[config.mk]
export PLATFORM = sky130hd
export DESIGN_NAME = ex_lsq
export DESIGN_NICKNAME = d
export VERILOG_FILES = /design/src/rtl/ex_lsq_pkg.sv /design/src/rtl/ex_lsq_fifo.sv /design/src/rtl/ex_lsq.sv
export SDC_FILE = /design/constraint.sdc
export NUM_CORES = 1
export LEC_CHECK = 0
export CORE_MARGIN = 5
export CORE_UTILIZATION = 49
export DETAILED_ROUTE_END_ITERATION = 12
export PLACE_DENSITY = 0.77
export SYNTH_ARGS = -nofsm -noshare
export SYNTH_HDL_FRONTEND = slang
export SYNTH_HIERARCHICAL = 1
export SYNTH_SLANG_ARGS = --single-unit
[constraint.sdc]
create_clock -name clk -period 11.2 [get_ports clk]
set_input_delay 2.24 -clock clk [delete_from_list [all_inputs] [get_ports clk]]
set_output_delay 2.24 -clock clk [all_outputs]
set_load 0.05 [all_outputs]
[src/rtl/ex_lsq_pkg.sv]
// ex_lsq_pkg: op codes, cache signalling constants and helpers shared by the load/store queue
package ex_lsq_pkg;
  typedef enum logic [3:0] {
    OP_NOP, OP_LB, OP_LH, OP_LW, OP_LBU, OP_LHU, OP_SB, OP_SH, OP_SW, OP_ALU
  } sinst_t;
  typedef logic [4:0] regaddr_t;
  typedef logic [2:0] byte_t;
  typedef enum logic [1:0] {S_IDLE, S_REQ, S_WAIT, S_DRAIN} state_t;
  localparam regaddr_t ZERO = 5'd0;
  localparam logic READ_SIGNAL = 1'b0;
  localparam logic WRITE_SIGNAL = 1'b1;
  localparam int OP_W = 4;
  localparam int REG_W = 5;
  function automatic logic is_load(sinst_t op);
    return op inside {OP_LB, OP_LH, OP_LW, OP_LBU, OP_LHU};
  endfunction
  function automatic logic is_store(sinst_t op);
    return op inside {OP_SB, OP_SH, OP_SW};
  endfunction
  function automatic byte_t op_size(sinst_t op);
    return op inside {OP_LW, OP_SW} ? 3'd4 : op inside {OP_LH, OP_LHU, OP_SH} ? 3'd2 : 3'd1;
  endfunction
  function automatic logic misaligned(sinst_t op, logic [1:0] a);
    return op_size(op) == 3'd4 ? a != 2'b00 : op_size(op) == 3'd2 ? a[0] : 1'b0;
  endfunction
endpackage

[src/rtl/ex_lsq_fifo.sv]
// ex_lsq_fifo: DEPTH-entry circular buffer with push/pop/clear and a global enable
module ex_lsq_fifo #(
  parameter int DEPTH = 4,
  parameter int W = 8
) (
  input  logic         clk,
  input  logic         rst,
  input  logic         en,
  input  logic         push,
  input  logic         pop,
  input  logic         clear,
  input  logic [W-1:0] din,
  output logic [W-1:0] dout,
  output logic         empty,
  output logic         full
);
  localparam int AW = $clog2(DEPTH);
  logic [W-1:0] mem [DEPTH];
  logic [AW-1:0] wp, rp;
  logic [AW:0] cnt;
  logic do_push, do_pop;
  assign empty = cnt == '0;
  assign full = cnt == (AW+1)'(DEPTH);
  assign do_push = push && !full;
  assign do_pop = pop && !empty;
  assign dout = mem[rp];
  always_ff @(posedge clk)
    if (rst) begin
      wp <= '0;
      rp <= '0;
      cnt <= '0;
    end else if (en) begin
      if (clear) begin
        wp <= '0;
        rp <= '0;
        cnt <= '0;
      end else begin
        wp <= wp + AW'(do_push);
        rp <= rp + AW'(do_pop);
        cnt <= cnt + (AW+1)'(do_push) - (AW+1)'(do_pop);
      end
    end
  always_ff @(posedge clk)
    if (en && do_push && !clear) mem[wp] <= din;
endmodule

[src/rtl/ex_lsq.sv]
// ex_lsq: in-order load/store queue issuing one memory op at a time to the data cache
module ex_lsq
  import ex_lsq_pkg::*;
#(
  parameter int DEPTH = 4,
  parameter int XLEN = 32
) (
  input  logic            clk,
  input  logic            rst,
  input  logic            rdy,
  input  logic            req_valid,
  output logic            req_ready,
  input  sinst_t          req_op,
  input  logic [XLEN-1:0] req_base,
  input  logic [XLEN-1:0] req_offset,
  input  logic [XLEN-1:0] req_sdata,
  input  regaddr_t        req_target,
  input  logic            flush,
  output logic            busy,
  output logic            wb_en,
  output regaddr_t        wb_target,
  output logic [XLEN-1:0] wb_data,
  output logic            cache_en,
  output logic            cache_oper,
  output logic [XLEN-1:0] cache_addr,
  output byte_t           cache_size,
  output logic [XLEN-1:0] cache_data,
  input  logic            cache_accept,
  input  logic            cache_finish,
  input  logic [XLEN-1:0] cache_rdata,
  output logic            misalign
);
  localparam int W = OP_W + REG_W + 2 * XLEN;
  logic [W-1:0] head;
  logic empty, full, push, pop, mis, req_on, fin;
  sinst_t head_op, cur_op;
  regaddr_t head_target, cur_target;
  logic [XLEN-1:0] head_sdata, head_addr, ld_data;
  state_t state, state_n;
  assign req_ready = !full;
  assign push = req_valid && req_ready && rdy && !flush && (is_load(req_op) || is_store(req_op));
  ex_lsq_fifo #(.DEPTH(DEPTH), .W(W)) u_fifo (
    .clk(clk), .rst(rst), .en(rdy), .push(push), .pop(pop), .clear(flush),
    .din({req_op, req_target, req_sdata, req_base + req_offset}),
    .dout(head), .empty(empty), .full(full)
  );
  assign head_op = sinst_t'(head[W-1 -: OP_W]);
  assign head_target = head[W-OP_W-1 -: REG_W];
  assign head_sdata = head[2*XLEN-1 -: XLEN];
  assign head_addr = head[XLEN-1:0];
  assign mis = !empty && misaligned(head_op, head_addr[1:0]);
  always_comb begin
    state_n = state;
    pop = 1'b0;
    case (state)
      S_IDLE:
        if (!empty && !flush) begin
          pop = mis;
          state_n = mis ? S_IDLE : S_REQ;
        end
      S_REQ:
        if (cache_accept) begin
          pop = 1'b1;
          state_n = is_store(head_op) ? S_IDLE : flush ? S_DRAIN : S_WAIT;
        end else if (flush) state_n = S_IDLE;
      S_WAIT:  state_n = cache_finish ? S_IDLE : flush ? S_DRAIN : S_WAIT;
      S_DRAIN: state_n = cache_finish ? S_IDLE : S_DRAIN;
      default: state_n = S_IDLE;
    endcase
  end
  assign req_on = state == S_REQ;
  assign cache_en = rdy && req_on;
  assign cache_oper = req_on && is_store(head_op) ? WRITE_SIGNAL : READ_SIGNAL;
  assign cache_addr = req_on ? head_addr : '0;
  assign cache_size = req_on ? op_size(head_op) : '0;
  assign cache_data = req_on ? head_sdata : '0;
  assign misalign = rdy && state == S_IDLE && !flush && mis;
  assign busy = !empty || state != S_IDLE;
  assign fin = state == S_WAIT && cache_finish && !flush;
  assign ld_data = cur_op == OP_LB  ? {{(XLEN-8){cache_rdata[7]}}, cache_rdata[7:0]} :
                   cur_op == OP_LH  ? {{(XLEN-16){cache_rdata[15]}}, cache_rdata[15:0]} :
                   cur_op == OP_LBU ? {{(XLEN-8){1'b0}}, cache_rdata[7:0]} :
                   cur_op == OP_LHU ? {{(XLEN-16){1'b0}}, cache_rdata[15:0]} : cache_rdata;
  // op and target are captured at accept because the entry is popped then
  always_ff @(posedge clk)
    if (rst) begin
      state <= S_IDLE;
      cur_op <= OP_NOP;
      cur_target <= ZERO;
      wb_en <= 1'b0;
      wb_target <= ZERO;
      wb_data <= '0;
    end else if (!rdy) wb_en <= 1'b0;
    else begin
      state <= state_n;
      if (req_on && cache_accept) begin
        cur_op <= head_op;
        cur_target <= head_target;
      end
      wb_en <= fin && cur_target != ZERO;
      if (fin) begin
        wb_target <= cur_target;
        wb_data <= ld_data;
      end
    end
endmodule

Word level (Yosys, flattened, before mapping)
Memories as Yosys holds them, arrays and structs flattened. A register that Yosys moved wholly into a read port is not among the register bits.
Cells that the tools add are included.
- input port bits: 144
- flip-flop bits (word level): 56
- RAM bits: 292
- latch bits: 0
- memories kept: 1
- bits in read-only memories: 0
- bitwise operators: 1
- add/subtract/negate cells: 5
- multipliers: 0
- muxes and demuxes: 31
- reduce and logical (&&, ||, !) cells: 38
- magnitude comparators: 0
- div/mod/pow operators: 0
- equal/unequal tests: 26
- shifts and indexed selects: 0
- memory list (memory ; words ; bits a word ; read ports ; clocked after Yosys merged registers in ; wr ports ; RTL line ; text):
    u_fifo.mem ; 4 ; 73 ; 1 ; 1 ; 1 ; ex_lsq_fifo.sv:18 ; logic [W-1:0] mem [DEPTH];
- operator list (kind ; number):
    32-bit two-way mux ; 6
    4-bit by 3-bit equality test with 1-bit output, second input constant ; 9
    32-bit adder ; 1
    2-bit two-way mux ; 11
    4-bit by 2-bit equality test with 1-bit output, second input constant ; 5
    1-bit logical AND ; 19
    5-bit nonzero test ; 2
    1-bit two-way mux ; 9
    3-bit two-way mux ; 3
    3-bit nonzero test ; 3
    4-bit by 1-bit equality test with 1-bit output, second input constant ; 2
    4-bit equality test, second input constant ; 2
    2-bit case mux with 4 select lines ; 1
    3-bit equality test, second input constant ; 2
    2-bit nonzero test ; 3
    2-bit by 1-bit adder with 2-bit output ; 2
    2-bit equality test, second input constant ; 2
    2-bit AND reduction ; 2
    3-bit by 1-bit adder with 3-bit output ; 1
    3-bit by 2-bit equality test with 1-bit output, second input constant ; 1
    1-bit zero test ; 3
    3-bit zero test ; 1
    3-bit != test, second input constant ; 1
    3-bit AND reduction ; 1
    other kinds (8) ; 9

Depth between registers and ports, before layout
- depth after elaboration: 15
- depth in mapped cells: 19

By module
Netlist, hierarchy kept.
- by module, submodules not included (module ; sequential area each (µm²) ; times used ; area an instance (µm²) ; cells each):
    ex_lsq_fifo ; 8948.6 ; 1 ; 11046.8 ; 439
    ex_lsq ; 980.9 ; 1 ; 4510.6 ; 639

Worst setup path before layout
Ideal clock, no wire load.
- kind: input -> register
- start: input port req_op[0]
- end: memory u_fifo/mem[0][0] in the netlist's numbering, enable pin
- setup time: 0.709 ns
- slack: 0.046 ns
- data arrival time: 10.445 ns
- stages on the path: 5
- buffers on the path: 0
- cells stage by stage: nor3_1 > xnor2_1 > and4_1 > nand3b_1 > nor4b_1
- longest elaborated chain between the ends: 9
- elaborated cells between the ends (all ways): 17
- classes of those cells: 8 x eq/ne; 2 x mux; 7 x reduce/logical
- RTL lines (what ; RTL line ; text):
    from (decl) ; ex_lsq.sv:13 ; input sinst_t req_op,
    4-bit by 1-bit equality test with 1-bit output (tied with other cells) ; ex_lsq_pkg.sv:15 ; return op inside {OP_LB, OP_LH, OP_LW, OP_LBU, OP_LHU};
    5-bit nonzero test or 3-bit nonzero test (tied branches) ; ex_lsq_pkg.sv:15, ex_lsq_pkg.sv:18 ;
    1-bit logical OR (*) ; ex_lsq.sv:41 ; assign push = req_valid && req_ready && rdy && !flush && (is_load(req_op) || is_store(req_op));
    1-bit logical AND (*) ; ex_lsq.sv:41 ;
    net push ; ex_lsq.sv:35 ; logic empty, full, push, pop, mis, req_on, fin;
    1-bit logical AND (*) ; ex_lsq_fifo.sv:24 ; assign do_push = push && !full;
    1-bit logical AND (*) (2 in series) ; ex_lsq_fifo.sv:44 ; if (en && do_push && !clear) mem[wp] <= din;
    1-bit two-way mux (*) ; ex_lsq_fifo.sv:44 ;
    1-bit two-way mux (implied by the code) (*) ; ex_lsq_fifo.sv:44 ;
    to (decl) ; ex_lsq_fifo.sv:18 ;
The timed path passes the listed nets; every way through them passes the cells marked *.

Final worst setup path
- start: input port rdy
- end: output port misalign
- longest elaborated chain between the ends: 3
- RTL lines (what ; RTL line ; text):
    from (decl) ; ex_lsq.sv:10 ; input logic rdy,
    1-bit logical AND (3 in series) ; ex_lsq.sv:77 ; assign misalign = rdy && state == S_IDLE && !flush && mis;
    to (decl) ; ex_lsq.sv:31 ; output logic misalign
No other way between the ends.

==> impl_results.html <==
<table>
<tr><th>Metric</th><th>Value</th></tr>
<tr><th colspan="2">Global routing</th></tr>
<tr><td>Antenna violations before repair</td><td>0</td></tr>
<tr><td>Global-route wire length before repair</td><td>between 50000 and 60000 µm</td></tr>
<tr><td>Final global-route overflow total</td><td>0</td></tr>
<tr><td>Largest net degree at the start of global routing</td><td>74</td></tr>
<tr><td>Number of global-route vias before repair</td><td>~10k</td></tr>
<tr><td>All-layer global routing usage</td><td>0.1938</td></tr>
<tr><th colspan="2">Setup path</th></tr>
<tr><td>Launch point of the critical path</td><td>rdy</td></tr>
<tr><td>Required time of the worst setup path</td><td>between 8 and 9 ns</td></tr>
<tr><td>Kind of critical path</td><td>primary input to output port</td></tr>
<tr><td>Kind of capture point of the worst setup path</td><td>output port</td></tr>
<tr><td>Register-to-register setup slack</td><td>6.57 ns</td></tr>
<tr><td>Worst R2R Path Depth</td><td>16</td></tr>
<tr><td>Type of origin of the critical path</td><td>primary input</td></tr>
<tr><td>Critical register-to-register path endpoint</td><td>u_fifo/cnt[2]$_SDFFE_PP0P_</td></tr>
<tr><td>Endpoint of the worst setup timing path</td><td>misalign</td></tr>
<tr><td>Highest net fanout along the worst path</td><td>22</td></tr>
<tr><td>Critical path arrival</td><td>4.47 ns</td></tr>
<tr><th colspan="2">Drt</th></tr>
<tr><td>Via count of the routed design</td><td>9811</td></tr>
<tr><td>Highest routed layer</td><td>met4</td></tr>
<tr><td>Routed length per instance</td><td>about 20 µm</td></tr>
<tr><td>Met2 wirelength from detailed routing</td><td>17100 µm</td></tr>
<tr><td>M1 wire length</td><td>14630 µm</td></tr>
<tr><td>DR vias/cell</td><td>roughly 5.6</td></tr>
<tr><td>First-pass iteration count of the detailed router</td><td>5</td></tr>
<tr><td>First DRT Iteration DRCs</td><td>664</td></tr>
<tr><td>Wire length on met3</td><td>approximately 2200 µm</td></tr>
<tr><td>Total Wirelength</td><td>34650 µm</td></tr>
<tr><td>DRC violations left</td><td>0</td></tr>
<tr><td>Count of nets left with antenna violations after detail routing</td><td>0</td></tr>
<tr><th colspan="2">Clock network</th></tr>
<tr><td>Clock tree sinks</td><td>350</td></tr>
<tr><td>Number of buffers on the longest clock path</td><td>3</td></tr>
<tr><td>Resized cells post-CTS</td><td>0</td></tr>
<tr><td>Hold buffer count at cts</td><td>0</td></tr>
<tr><td>Setup bufs post-CTS</td><td>0</td></tr>
<tr><td>Root buffer cell</td><td>clkbuf_16</td></tr>
<tr><td>Skew-Pair Late Insertion Delay</td><td>0.49 ns</td></tr>
<tr><td>Clock-pin transition on the worst setup and hold timing paths</td><td>~0.060 ns</td></tr>
<tr><td>Number of CTS-inserted buffers</td><td>35</td></tr>
<tr><td>H-Tree Level Count</td><td>2</td></tr>
<tr><td>TritonCTS clock tree</td><td>done</td></tr>
<tr><th colspan="2">Finish</th></tr>
<tr><td>Number of fill cells</td><td>2363</td></tr>
<tr><td>Total number of nets in the final design</td><td>roughly 1.5k</td></tr>
<tr><td>Non-filler instance count after layout</td><td>1749</td></tr>
<tr><td>Synth-to-layout area growth</td><td>25.88%</td></tr>
<tr><td>Combined area of the multi-input logic cells</td><td>5325 µm²</td></tr>
<tr><td>Layout cells sized above 1</td><td>0.1143</td></tr>
<tr><td>Most common cell after layout, fill and taps aside</td><td>edfxtp_1</td></tr>
<tr><td>Most frequent cells in the layout</td><td>edfxtp_1, clkdlybuf4s50_1, a21oi_1</td></tr>
<tr><td>Sequential cell area</td><td>9937 µm²</td></tr>
<tr><td>Number of inserted diodes</td><td>0</td></tr>
<tr><th colspan="2">Min path</th></tr>
<tr><td>Launch instance of the worst min-delay path</td><td>wb_target[0]$_SDFFE_PP0P_</td></tr>
<tr><td>HP Class</td><td>register to register</td></tr>
<tr><th colspan="2">Floorplan</th></tr>
<tr><td>Initial Utilization</td><td>0.4943</td></tr>
<tr><td>Row Count</td><td>65</td></tr>
<tr><td>Total I/O pin count</td><td>254</td></tr>
<tr><td>Die Y</td><td>approximately 190 µm</td></tr>
<tr><td>Total die area</td><td>35410 µm²</td></tr>
<tr><td>Horiz. Die Dim</td><td>about 190 µm</td></tr>
<tr><td>Core ar.</td><td>31470 µm²</td></tr>
<tr><th colspan="2">Synthesis</th></tr>
<tr><td>Netlist cell types</td><td>between 70 and 80</td></tr>
<tr><td>Synthesized area divided by synthesized cell count</td><td>14.43 µm²</td></tr>
<tr><td>Net count after synthesis</td><td>around 1.3k</td></tr>
<tr><td>Mapped Area</td><td>15560 µm²</td></tr>
<tr><td>Proportion of register bits with asynchronous set or reset after synthesis</td><td>0</td></tr>
<tr><td>Sequential cell area fraction in the yosys report</td><td>0.6382</td></tr>
<tr><td>FF+latch count, synth</td><td>between 300 and 400</td></tr>
<tr><td>Synth Instances</td><td>1078</td></tr>
<tr><td>Synth warn</td><td>6</td></tr>
<tr><td>Number of enable-type register cells in the synthesized netlist</td><td>roughly 290</td></tr>
<tr><td>Leading register cell type out of synthesis</td><td>edfxtp_1</td></tr>
<tr><th colspan="2">Timing</th></tr>
<tr><td>Final critical delay including setup and external delays</td><td>6.709 ns</td></tr>
<tr><td>Clock skew</td><td>0.01397 ns</td></tr>
<tr><td>Tcrit/Tclk final</td><td>0.5990</td></tr>
<tr><td>Setup repair after global routing missed its margin</td><td>false</td></tr>
<tr><td># setup viols final</td><td>0</td></tr>
<tr><td>Least-Margin Pin Slew</td><td>1.137 ns</td></tr>
<tr><td>Setup_tns</td><td>0 ns</td></tr>
<tr><td>Fmax</td><td>149.1 MHz</td></tr>
<tr><td>Final max-slew violation count</td><td>0</td></tr>
<tr><td>Headroom to the max-slew limit</td><td>0.2420</td></tr>
<tr><td>Final hold violation count</td><td>0</td></tr>
<tr><th colspan="2">Run status</th></tr>
<tr><td>Status</td><td>finished, final reports clean</td></tr>
<tr><th colspan="2">Placed design</th></tr>
<tr><td>Gp weighted congestion</td><td>between 0.8 and 0.9</td></tr>
<tr><td>Estimated wirelength of the detail-placed design</td><td>23030 µm</td></tr>
<tr><td>Placed Cells incl. Taps</td><td>1687</td></tr>
<tr><td>Buffers on Ports</td><td>253</td></tr>
<tr><th colspan="2">Pwr</th></tr>
<tr><td>Worst voltage drop across the vdd grid</td><td>0.0001180 V</td></tr>
<tr><td>Leakage</td><td>about 0.0064 µW</td></tr>
<tr><td>Final total power</td><td>2831 µW</td></tr>
<tr><td>Total power density per cell area</td><td>144.6 nW/µm²</td></tr>
<tr><th colspan="2">Job</th></tr>
<tr><td>Max-cap violations</td><td>0</td></tr>
</table>
flip-flops by register name (all words and copies together) (netlist names), named ones only:
name	flops
u_fifo/cnt	3
wb_target	5
cur_target	5
u_fifo/mem	292
state	2
wb_en	1
wb_data	32
cur_op	4
u_fifo/wp	2
u_fifo/rp	2
area by class of cell:
type                    instances  share of cell area
flip-flops and latches        350              0.5074
multi-input cells             658              0.2719
repair buffers                263              0.1329
clock buffers                  47             0.04919
well taps                     402             0.02568
clock inverters                15             0.01022
inverters                      14            0.002683
cell families (layout without fill, tap and decap cells):
kind of cell               after synthesis  count (layout)  synth area share
xor gates and xnor gates                29              29           0.01633
muxes                                   77              77            0.1083
and+or+nand+nor                        319             319            0.1051
DFF                                    350             350            0.6382
buffers and inverters                   70             339           0.02163
adders and majority gates               37              37           0.03072
AOI/OAI and AO/OA                      196             196           0.07962
Yosys cell counts, drive strengths merged, types with 3 or more instances:
cell type | number | area (µm²)
dfxtp | 58 | 1161
inv | 14 | 52.55
and3 | 4 | 25.02
nand2b | 7 | 43.79
nand3 | 6 | 30.03
or3 | 4 | 25.02
nand4 | 7 | 43.79
nor2 | 71 | 266.5
ha | 35 | 437.9
a21oi | 92 | 468.0
mux2i | 3 | 30.03
a21o | 4 | 30.03
nor2b | 10 | 62.56
a211oi | 8 | 65.06
and2 | 68 | 425.4
xor2 | 14 | 122.6
edfxtp | 292 | 8768
nand3b | 6 | 45.04
nor3b | 3 | 22.52
a31oi | 8 | 50.05
o21ai | 26 | 130.1
mux4 | 73 | 1644
o211ai | 4 | 30.03
xnor2 | 15 | 131.4
nor3 | 38 | 190.2
o2111ai | 3 | 26.28
o21bai | 3 | 22.52
nor4b | 3 | 32.53
buf | 22 | 155.2
o21a | 24 | 180.2
clkbuf | 34 | 128.9
nand2 | 77 | 291.5
metal layers:
| metal | GRT usage | vias up |
|---|---|---|
| li1 | - | 4629 |
| met1 | 0.2609 | 4799 |
| met2 | 0.3292 | 333 |
| met3 | 0.03761 | 50 |
| met4 | 0.04658 | 0 |
| met5 | 0 | - |
critical path, stage by stage:
cell and delay, ns:
clkdlybuf4s50_1 0.91, nor2b_1 0.31, and3_1 0.19, clkdlybuf4s50_1 0.81
where the power goes:
part	total, µW	switching, µW	internal [µW]
Sequential	1440	0.733	1440
Clock	1170	453	720
Combinational	222	125	97.5
Total	2830	579	2250
stage by stage:
step,utilization,hold slack (ns),area [µm²],worst slack (ns)
floorplan,-,0.4396,15560,0.04578
global placement,0.5853,0.4414,18420,4.518
detailed placement,0.5853,0.4453,18420,4.501
CTS,0.6222,0.4534,19580,4.487
global route,0.6222,0.4800,19580,4.398
finish,0.6222,0.4535,19580,4.491
worst min-delay path by stage:
stage / end / cells past startpoint
after floorplan: wb_target[3]$_SDFFE_PP0P_ / 2
after global placement: wb_data[1]$_SDFFE_PP0P_ / 2
after detailed placement: wb_target[0]$_SDFFE_PP0P_ / 2
after CTS: wb_target[0]$_SDFFE_PP0P_ / 2
after global routing: wb_data[5]$_SDFFE_PP0P_ / 2
final: wb_target[0]$_SDFFE_PP0P_ / 2
(Power assumes the default switching activity.)
==> RTL change 1: new RTL, config.mk and constraints unchanged <==
Set the parameter `XLEN` to 64 (it was 32).
--- a/src/rtl/ex_lsq.sv
+++ b/src/rtl/ex_lsq.sv
@@ -3,7 +3,7 @@
   import ex_lsq_pkg::*;
 #(
   parameter int DEPTH = 4,
-  parameter int XLEN = 32
+  parameter int XLEN = 64
 ) (
   input  logic            clk,
   input  logic            rst,
Interface: changed (7 resized); port bits go from 254 to 478. The function was not compared with the original's and may differ.
==> RTL change 1 against the original RTL <==
- wire length is 110% higher
- power up 88%
- sequential cell count grew 288
- worst setup slack lost 0.11 ns
- first-iteration DRC count increased by 110%
- area after synthesis up 83%
- final cell count rose by 86%
- cell area grew 84%
- critical path type unchanged
- largest power group unchanged
==> RTL change 1: results (changes against the original RTL) <==
[drt]
viasPerCell=5.74  ; +2.3%
drtPass1Iterations=6  ; +1
wl_microns=71400  ; +110%
drt-initial-drc-count=1416  ; +110%
vias=18600  ; +90%

[grt]
grt_max_degree=138  ; +86%
antenna_found_initial=4  ; +4
grt_usage=0.220  ; +0.0259
grt_first_pass_wirelength_microns=109000  ; +97%
grt_pass1_vias=19200  ; +90%

[clocking]
clock_latency_ns=0.57  ; +0.08 ns
cts-resized-gates=0  ; unchanged
cts-buffers-inserted=67  ; +91%
clockBufferDepth=3  ; unchanged
cts_setup_buffers=0  ; unchanged
htree_levels=3  ; +1

[placement]
hpwl_microns=46100  ; +100%
port-buffer-count=477  ; +89%
place_inst=3125  ; +85%
place_ws_ns=4.37  ; -0.126 ns
globalplace.congestion=0.990  ; +11%

[pwr]
internal-power_mw=4.18  ; +86%
peakVddDrop_mv=0.112  ; -5.4%
p_leak_nw=12.0  ; +88%

[cells_and_area]
final_core_util=0.626  ; +0.00423
biggestRegsByFlops=u_fifo/mem: 548 flops, wb_data: 64 flops
drive_gt1_frac=0.112  ; -0.00232
finalNetCount=2770  ; +84%

[timing]
fin_skew_ns=0.0189  ; +0.00494 ns
relSlewSlack=0.189  ; -0.0533

[yosys]
synth_compound_area_frac=0.0688  ; -0.0108
synth_area_leaders=edfxtp_1 (58%), mux4_2 (11%), dfxtp_1 (6.3%)
synthTopCellsByCount=edfxtp_1 (548), a21oi_1 (167), nand2_1 (158)
synth_adder_area_share=0.0309  ; +0.000187
synth_fp_nets=2330  ; +85%
yosysUniqueCellTypes=68  ; -11%
synth_xor_area_frac=0.0194  ; +0.00309
synth_edf_count=548  ; +88%
synth_area_per_cell_sq_um=14.3  ; -1.0%
yosysSeqAreaShare=0.642  ; +0.00423
synthMuxAreaShare=0.109  ; +0.000597

[hold_path]
hold_depth=2  ; unchanged
hp-start=wb_target[2]
min_to=wb_target[2]

[run_status]
status=finished clean

[worst_setup_path]
worstRegToRegCells=18  ; +2
crit_fanout=22  ; unchanged
timing.reg2reg.setup_slack_ns=6.42  ; -0.15 ns

[flow_run]
maxCapViolations=0  ; unchanged

RTL change 1: layout make-up:
type | instances | area, sq um
sequential | 638 | 18300
fill | 4139 | 21500
timing repair buffer | 490 | 4920
clock inverter | 35 | 363
tap | 765 | 957
antenna | 2 | 5.00
clock buffer | 87 | 1880
multi-input combinational | 1216 | 9630
inverter | 16 | 60.1
RTL change 1: layer usage:
layer,GRT usage,share of wire,vias up,wire length (microns)
met2,0.392,0.52,813,36800
met4,0.0714,0.028,4,1980
met1,0.271,0.38,9238,27200
met3,0.0426,0.076,128,5400
met5,0,0.00038,-,27
li1,-,-,8459,-
RTL change 1: worst max path at each step:
stage               from                to  slack [ns]  depth (start not counted)
5_1_grt              rdy          misalign        4.21                          4
2_1_floorplan  req_op[0]  u_fifo/mem[0][0]        0.11                          5
3_3_place_gp         rdy          misalign        4.40                          4
6_report             rdy          misalign        4.38                          4
3_5_place_dp         rdy          misalign        4.37                          4
4_1_cts              rdy          misalign        4.34                          4
RTL change 1: power groups by stage:
stage | Sequential (mW) | Combinational (mW) | Clock (mW)
after floorplan | 2.69 | 0.244 | 0
after global placement | 2.68 | 0.422 | 0
after detailed placement | 2.68 | 0.437 | 0
after CTS | 2.63 | 0.441 | 2.29
after global routing | 2.63 | 0.482 | 2.39
final | 2.63 | 0.446 | 2.24
RTL change 1: metrics by stage:
step / cell area (sq um) / hold slack (ns)
after CTS: 36100 / 0.455
after detailed placement: 33800 / 0.446
final: 36100 / 0.454
after global routing: 36100 / 0.469
after global placement: 33800 / 0.442
after floorplan: 28400 / 0.440
RTL change 1: logic make-up (layout without fill, tap and decap cells):
group / after synthesis / after routing
DFF: 638 / 638
and+or+nand+nor: 623 / 623
AOI/OAI and AO/OA: 323 / 323
muxes: 138 / 138
buffers and inverters: 135 / 628
adders and majority gates: 69 / 69
xor gates and xnor gates: 63 / 63
other: 0 / 2
RTL change 1: worst max-delay path, cell delays in order:
cell,delay (ns)
clkdlybuf4s50_1,0.90
nand2b_1,0.27
nor4_1,0.28
clkdlybuf4s50_1,0.88
==> RTL change 2: new RTL, same flow settings <==
Made on the original files. Reset style: asynchronous (`rst`), changed in 2 clocked blocks.
--- a/src/rtl/ex_lsq_fifo.sv
+++ b/src/rtl/ex_lsq_fifo.sv
@@ -24,7 +24,7 @@
   assign do_push = push && !full;
   assign do_pop = pop && !empty;
   assign dout = mem[rp];
-  always_ff @(posedge clk)
+  always_ff @(posedge clk or posedge rst)
     if (rst) begin
       wp <= '0;
       rp <= '0;
--- a/src/rtl/ex_lsq.sv
+++ b/src/rtl/ex_lsq.sv
@@ -82,7 +82,7 @@
                    cur_op == OP_LBU ? {{(XLEN-8){1'b0}}, cache_rdata[7:0]} :
                    cur_op == OP_LHU ? {{(XLEN-16){1'b0}}, cache_rdata[15:0]} : cache_rdata;
   // op and target are captured at accept because the entry is popped then
-  always_ff @(posedge clk)
+  always_ff @(posedge clk or posedge rst)
     if (rst) begin
       state <= S_IDLE;
       cur_op <= OP_NOP;
Function: differs if rst is asserted again (counterexample within 4 cycles, from zero or initial values and one cycle with rst high); with rst held inactive, the same outputs for 4 cycles.
==> RTL change 2 against the original RTL <==
- wire length shrank 0.15%
- area after synthesis shrank 0.64%
- register-to-register slack gained 0.04 ns
- worst setup slack gained 0.068 ns
- count of clock-buffer cells in the layout shrank 6
- cell area is essentially flat
- sequential cell count shrank 2
Power is not compared: it rests on default switching activity, and its combinational part moved more than twofold at a synthesized area within 25%.
==> RTL change 2: results (changes against the original RTL) <==
[clocking]
cts-buffers-inserted=37  ; +5.7%
htree_levels=2  ; unchanged
clock_latency_ns=0.51  ; +0.02 ns
cts_setup_buffers=0  ; unchanged
cts.clk_slew.worst_paths_ns=0.06  ; about the same
clock-root-buffer=clkbuf_16
clockBufferDepth=3  ; unchanged
cts_hold_buf=0  ; unchanged

[grt]
grt_pass1_vias=9726  ; -4.0%
grt_usage=0.195  ; +0.000867
antenna_found_initial=1  ; +1
grt_max_degree=50  ; -32%
grt_first_pass_wirelength_microns=54600  ; -0.88%

[timing]
fin_skew_ns=0.0116  ; -0.00237 ns
worst_pin_slew_ns=1.17  ; +0.0372 ns
drv_slew=0  ; unchanged

[drt]
vias=9423  ; -4.0%
drtPass1Iterations=5  ; unchanged
wire_per_inst_microns=20.5  ; +3.6%
met1Wirelength_microns=14800  ; +1.5%
wl_met3_microns=2420  ; +10%
drt-initial-drc-count=593  ; -11%
wl_met2_microns=16800  ; -1.6%
top_layer=met5

[yosys]
async_flop_share=0.161  ; +0.161
synth_area_leaders=edfxtp_1 (57%), mux4_2 (11%), dfrtp_1 (9.1%)
yosysSeqAreaShare=0.658  ; +0.0196
yosysUniqueCellTypes=71  ; -6.6%
synth_ff_type=edfxtp_1
synth_cells=999  ; -7.3%
synth_fp_nets=1180  ; -6.3%
synthTopCellsByCount=edfxtp_1 (292), nand2_1 (101), mux4_2 (73)

[cells_and_area]
fin_cells=1686  ; -3.6%
drive_gt1_frac=0.141  ; +0.0266
n_fill_cell=2282  ; -3.4%
area_delta_synth_final_pct=26.6
finalNetCount=1436  ; -4.5%
biggestRegsByFlops=u_fifo/mem: 292 flops, wb_data: 32 flops

[run_status]
status=finished clean

[worst_setup_path]
r2r-start=u_fifo/rp[0]
cp.arrival_ns=4.40  ; -0.07 ns
cp-startpoint=rdy
crit_fanout=15  ; -32%

[floorplanning]
die-area_sq_um=35200  ; -0.60%

[pwr]
p_leak_nw=6.87
peakVddDrop_mv=0.130

[placement]
place_ws_ns=4.59  ; +0.0921 ns
hpwl_microns=22400  ; -2.6%
place_inst=1618  ; -4.1%
globalplace.congestion=0.845  ; -4.9%
placed_cell_area_sq_um=18300  ; -0.40%

[hold_path]
hp-class=reg -> reg
hp-start=wb_data[2]

==> RTL change 2: changes by cell type after synthesis, sizes merged, moves of 6 or more <==
cell / change
dfxtp: -58
dfrtp: +56
nand3b: -6
a21oi: -29
nor2: -36
a21o: +12
nor3: -25
nand2: +24
mux2: +10
o21a: -20
clkbuf: -6
o21ai: +17
==> RTL change 2: layout make-up <==
cell class	instances	area share
sequential	348	0.520
multi-input combinational	589	0.255
timing repair buffer	265	0.134
clock buffer	41	0.0481
tap	402	0.0257
clock inverter	27	0.0146
inverter	14	0.00268
==> RTL change 2: per-layer routing <==
layer  GRT usage  vias to the layer above
li1            -                     4342
met1       0.270                     4709
met2       0.324                      324
met3      0.0436                       46
met4      0.0370                        2
met5           0                        -
==> RTL change 2: final timing paths <==
| check | to | slack, ns | cells past startpoint |
|---|---|---|---|
| max | misalign | 4.56 | 4 |
| min | wb_data[2] | 0.47 | 2 |
| max reg2reg | u_fifo/cnt[2] | 6.61 | 16 |
| min reg2reg | wb_data[2] | 0.47 | 2 |
| max in group asynchronous | wb_data[5] | 8.17 | 2 |
| min in group asynchronous | u_fifo/cnt[0] | 2.07 | 2 |
==> RTL change 2: critical path: stages <==
cell	delay, ns
clkdlybuf4s50_1	0.79
nand2b_1	0.19
nor4_1	0.29
clkdlybuf4s50_1	0.88
==> RTL change 2: logic make-up (layout without fill, tap and decap cells) <==
kind of cell | after synthesis | count (layout) | share of synthesized area
flops | 348 | 348 | 0.658
simple gates | 268 | 268 | 0.0868
compound gates | 169 | 169 | 0.0711
mux | 85 | 85 | 0.115
buf+inv | 62 | 347 | 0.0214
fa+ha+maj | 37 | 37 | 0.0309
xor+xnor | 30 | 30 | 0.0170
==> RTL change 2: where the power goes <==
part	leakage, nW	switching [mW]	internal (mW)
Combinational	2.91	0.889	0.506
Sequential	3.35	0.0768	1.51
Clock	0.602	0.493	0.727
Total	6.87	1.46	2.74
==> RTL change 2: metrics by stage <==
stage          hold WS, ns  power, mW
2_1_floorplan        0.456       2.54
3_3_place_gp         0.456       3.00
3_5_place_dp         0.462       3.02
4_1_cts              0.477       4.25
5_1_grt              0.492       4.39
6_report             0.468       4.20
